$ cat src/rtl/kp_scanner.sv
// kp_scanner: 4x4 matrix keypad scanner with press and release debounce.
// Drives one column at a time and emits a one-cycle strobe per accepted key.
//
// Ports:
//   clk       in   system clock
//   reset     in   synchronous, active-high reset
//   kpr[3:0]  in   row lines, active-low, asynchronous to clk
//   kpc[3:0]  out  column drive, one-hot active-low
//   key_valid out  one-cycle pulse when a debounced press is accepted
//   key_num   out  code of the last accepted key, held until the next accept
//   key_held  out  high from accept until the release is debounced
module kp_scanner #(
    parameter int SCAN_DIV = 50000,
    parameter int DEBOUNCE = 500000
) (
    input  logic       clk,
    input  logic       reset,
    input  logic [3:0] kpr,
    output logic [3:0] kpc,
    output logic       key_valid,
    output logic [3:0] key_num,
    output logic       key_held
);

    localparam int DW = $clog2(SCAN_DIV);
    localparam int CW = $clog2(DEBOUNCE);

    localparam logic [DW-1:0] DWELL_MAX = DW'(SCAN_DIV - 1);
    // rs lags kpc by two flops; earlier matches may belong to the old column
    localparam logic [DW-1:0] DWELL_MIN = DW'(3);
    localparam logic [CW-1:0] CNT_MAX   = CW'(DEBOUNCE - 1);

    localparam logic [3:0] NONE = 4'b1111;

    typedef enum logic [1:0] {
        SCAN,
        DEB,
        HELD,
        REL
    } state_t;

    state_t        state;
    logic [3:0]    s1;
    logic [3:0]    rs;
    logic [3:0]    cand;
    logic [DW-1:0] dwell;
    logic [CW-1:0] cnt;

    // exactly one row pulled low
    function automatic logic one_row(input logic [3:0] p);
        return (p == 4'b0111) || (p == 4'b1011) ||
               (p == 4'b1101) || (p == 4'b1110);
    endfunction

    function automatic logic [1:0] line_idx(input logic [3:0] p);
        logic [1:0] i;
        unique case (p)
            4'b0111: i = 2'd0;
            4'b1011: i = 2'd1;
            4'b1101: i = 2'd2;
            default: i = 2'd3;
        endcase
        return i;
    endfunction

    // keypad legend: column index, then row index
    function automatic logic [3:0] key_code(input logic [1:0] c,
                                            input logic [1:0] r);
        logic [3:0] k;
        unique case ({c, r})
            4'h0: k = 4'd1;
            4'h1: k = 4'd4;
            4'h2: k = 4'd7;
            4'h3: k = 4'd14;
            4'h4: k = 4'd2;
            4'h5: k = 4'd5;
            4'h6: k = 4'd8;
            4'h7: k = 4'd0;
            4'h8: k = 4'd3;
            4'h9: k = 4'd6;
            4'hA: k = 4'd9;
            4'hB: k = 4'd15;
            4'hC: k = 4'd10;
            4'hD: k = 4'd11;
            4'hE: k = 4'd12;
            default: k = 4'd13;
        endcase
        return k;
    endfunction

    logic [3:0] kpc_next;
    logic [3:0] code;

    assign kpc_next = {kpc[0], kpc[3:1]};
    assign code     = key_code(line_idx(kpc), line_idx(cand));

    always_ff @(posedge clk) begin
        if (reset) begin
            s1        <= NONE;
            rs        <= NONE;
            cand      <= NONE;
            state     <= SCAN;
            dwell     <= '0;
            cnt       <= '0;
            kpc       <= 4'b0111;
            key_valid <= 1'b0;
            key_num   <= 4'd0;
            key_held  <= 1'b0;
        end else begin
            s1        <= kpr;
            rs        <= s1;
            key_valid <= 1'b0;
            case (state)
                SCAN: begin
                    if (dwell >= DWELL_MIN && one_row(rs)) begin
                        cand  <= rs;
                        cnt   <= '0;
                        state <= DEB;
                    end else if (dwell == DWELL_MAX) begin
                        dwell <= '0;
                        kpc   <= kpc_next;
                    end else begin
                        dwell <= dwell + 1'b1;
                    end
                end
                DEB: begin
                    if (rs != cand) begin
                        dwell <= '0;
                        state <= SCAN;
                    end else if (cnt == CNT_MAX) begin
                        key_num   <= code;
                        key_valid <= 1'b1;
                        key_held  <= 1'b1;
                        state     <= HELD;
                    end else begin
                        cnt <= cnt + 1'b1;
                    end
                end
                HELD: begin
                    if (rs == NONE) begin
                        cnt   <= '0;
                        state <= REL;
                    end
                end
                REL: begin
                    // a bounce sends us back to HELD without a new strobe
                    if (rs != NONE) begin
                        state <= HELD;
                    end else if (cnt == CNT_MAX) begin
                        dwell    <= '0;
                        kpc      <= kpc_next;
                        key_held <= 1'b0;
                        state    <= SCAN;
                    end else begin
                        cnt <= cnt + 1'b1;
                    end
                end
                default: state <= SCAN;
            endcase
        end
    end

endmodule

$ cat config.mk
export PLATFORM = sky130hd
export DESIGN_NAME = kp_scanner
export DESIGN_NICKNAME = d
export VERILOG_FILES = /design/src/rtl/kp_scanner.sv
export SDC_FILE = /design/constraint.sdc
export NUM_CORES = 1
export LEC_CHECK = 0
export BUFFER_PORTS_ARGS = -buffer_cell sky130_fd_sc_hd__buf_2
export CORE_MARGIN = 3
export CORE_UTILIZATION = 45
export CTS_BUF_LIST = sky130_fd_sc_hd__clkbuf_4 sky130_fd_sc_hd__clkbuf_8
export CTS_CLUSTER_DIAMETER = 120
export DETAILED_ROUTE_END_ITERATION = 16
export GPL_TIMING_DRIVEN = 1
export HOLD_SLACK_MARGIN = 0.05
export PLACE_DENSITY = 0.67
export SLEW_MARGIN = 10
export SYNTH_ARGS = -nofsm -noshare
export SYNTH_HDL_FRONTEND = slang
export SYNTH_SLANG_ARGS = --single-unit
$ cat constraint.sdc
create_clock -name clk -period 6.45 [get_ports clk]
set_input_delay 0.9675 -clock clk [delete_from_list [all_inputs] [get_ports clk]]
set_output_delay 0.9675 -clock clk [all_outputs]
set_load 0.01 [all_outputs]
==> run metrics <==
Crit Path Max Fanout 18; Worst VDD drop 136 µV; FFs w/ async S/R, synth 0; DRC viols 0; die area 0.00769 mm²; Area growth syn-to-layout 9.00%; placed insts 435; Post-CTS Resized 0; global-route wire length before repair 11300 µm; synthesized cell area 0.00300 mm²; sequential fraction of the synthesis area 0.393; Mapped Cells 361; routed vias 2731; CTS tree built; R2R setup slack 3.67 ns; Clock Latency Late Sink 0.34 ns; delay-heaviest family, CP simple AND/OR/NAND/NOR gates; area share of the largest cell type after synthesis 0.393; final wirelength 6490 µm; die width 87.7 µm; slowest stage cell, crit path nor4_4; Finished Layout Cells 450; Max Fclk 0.360 GHz; 1st-pass router iterations 4; most common cell in the netlist dfxtp_1; CTS buffer count 9; routed vias/inst 6.07; worst path required time 6.71 ns; fin crit period 2.78 ns; dpl ws 3.69 ns; # fillers 624; IO Port Bufs 15; Reg area 0.00118 mm²; total of max-cap violations 0; PD cells 226 mW/mm²; 1st-iter DRT viols 156; WP buf/inv 0; endpoints failing hold 0; Synth Area per Inst 8.32 µm²; Ys Warns 0; largest net degree at the start of global routing 33; Worst slew margin 0.423; Static Leak 1.29 nW; area of the multi-input gates 0.00173 mm²; final net count 377; H-tree levels 3; Syn Nets 369; grt total ovfl 0; post-route setup slack 3.67 ns; die height 87.7 µm; crit path capture type register; dpl hpwl 4440 µm; class of the worst hold path reg2reg; slowest cell delay on critical path 0.66 ns; # IOs 16; status finished, final reports clean; Core Footprint 0.00642 mm²; Core Util, Final 0.510; critical setup path kind reg2reg; period utilization 0.431; fin. max-slew vios 0; Post-Route Setup TNS 0 ns; Tot Pwr 0.739 mW; sequence of cells on the critical path ha_1 > nor4_1 > and4_1 > nor4_4 > o21ai_2 > or4_1 > a21oi_1; RSZ-0062 raised after global routing false; skew final 0.00991 ns; Routed Antenna Nets 0; GRT Total Usage 0.182; final setup violation count 0; # diodes 0; post-CTS setup repair buffer count 0; Clock Path Buffers 2; root buffer selected by CTS clkbuf_8; CTS clk-pin slew, worst paths 0.07 ns; startpoint types register; Seq cells post-synth 59; Wirelength per Cell 14.4 µm; dominant synthesized flop cell dfxtp_1; Sink Count 59; commonest cells in the synthesized netlist dfxtp_1, nor2_1, nand2_1; starting density of the core 0.468; EDFF count, synth 0; Critical Path AT 3.04 ns; layout cells sized above 1 0.129; initial antenna violation count 0; Slew @ Worst Pin 0.859 ns; Synth area leader dfxtp_1; ranking of synthesized cells by area dfxtp_1, and3_1, nor2_1; cts hold-fix bufs 0; Placement Rows 29; RePlAce Congestion 0.909; synth unique cells 50; via count of the first global-routing pass 2446
## kinds of logic (layout without fill, tap and decap cells)
group                    count (synthesis)  after routing  synth area share
flip-flops                              59             59             0.393
AO/OA/AOI/OAI                           80             80             0.177
buffers and inverters                   23             35            0.0304
multiplexers                             8              8            0.0267
adder cells (fa/ha/maj)                  2              2           0.00833
XOR/XNOR                                17             17            0.0496
AND/OR/NAND/NOR                        172            172             0.315
## state kept, by name, indices dropped and copies added, names as in the netlist, 2 cells and up
name / count
cnt: 19
dwell: 16
cand: 4
key_num: 4
kpc: 4
rs: 4
s1: 4
state: 2
## worst register-to-register path: cells and delay by family, from the launching register on
kind | cells | cell delay, ns
AOI/OAI and AO/OA | 2 | 0.53
DFF | 1 | 0.38
and+or+nand+nor | 4 | 1.54
adders and majority gates | 1 | 0.25
## layout make-up
class,instances,share of cell area
Multi-Input combinational cell,279,0.529
Sequential cell,59,0.361
Clock buffer,10,0.0420
Tap cell,77,0.0294
Timing Repair Buffer,16,0.0252
Clock inverter,5,0.00917
Inverter,4,0.00459
## power breakdown
group | internal [mW] | switching (mW)
clock network | 0.145 | 0.147
registers | 0.373 | 0.00987
logic | 0.0224 | 0.0409
total | 0.541 | 0.198
## worst paths after layout
check | startpoint | end | cells past startpoint
setup / recovery | dwell[0] | cnt[15] | 7
setup reg to reg | dwell[0] | cnt[15] | 7
hold reg to reg | s1[2] | rs[2] | 1
hold / removal | s1[2] | rs[2] | 1
## cells in the final DEF (no fill, tap or decap), drive strengths merged, types with 9 or more instances in the layout
| master | netlist | routed |
|---|---|---|
| clkbuf | 15 | 10 |
| nand4 | 10 | 10 |
| nand3 | 18 | 18 |
| xor2 | 12 | 12 |
| dfxtp | 59 | 59 |
| buf | 4 | 16 |
| nand2 | 28 | 28 |
| a21oi | 17 | 17 |
| nor3 | 18 | 18 |
| nor2 | 30 | 30 |
| and3 | 18 | 18 |
| or2 | 10 | 10 |
| or3 | 9 | 9 |
| o21ai | 22 | 22 |
## stage by stage
stage | hold WS [ns] | area [µm²]
after global placement | 0.391 | 3110
final | 0.408 | 3270
after global routing | 0.424 | 3270
after CTS | 0.411 | 3270
after floorplan | 0.389 | 3000
after detailed placement | 0.395 | 3110
## layer usage
metal  track usage  vias up  share of wire
li1              -     1372              -
met1         0.240     1282           0.47
met2         0.285       68           0.46
met3        0.0508        9          0.050
met4        0.0656        0          0.015
met5             0        -              0
Power figures use the tool's default switching activity.
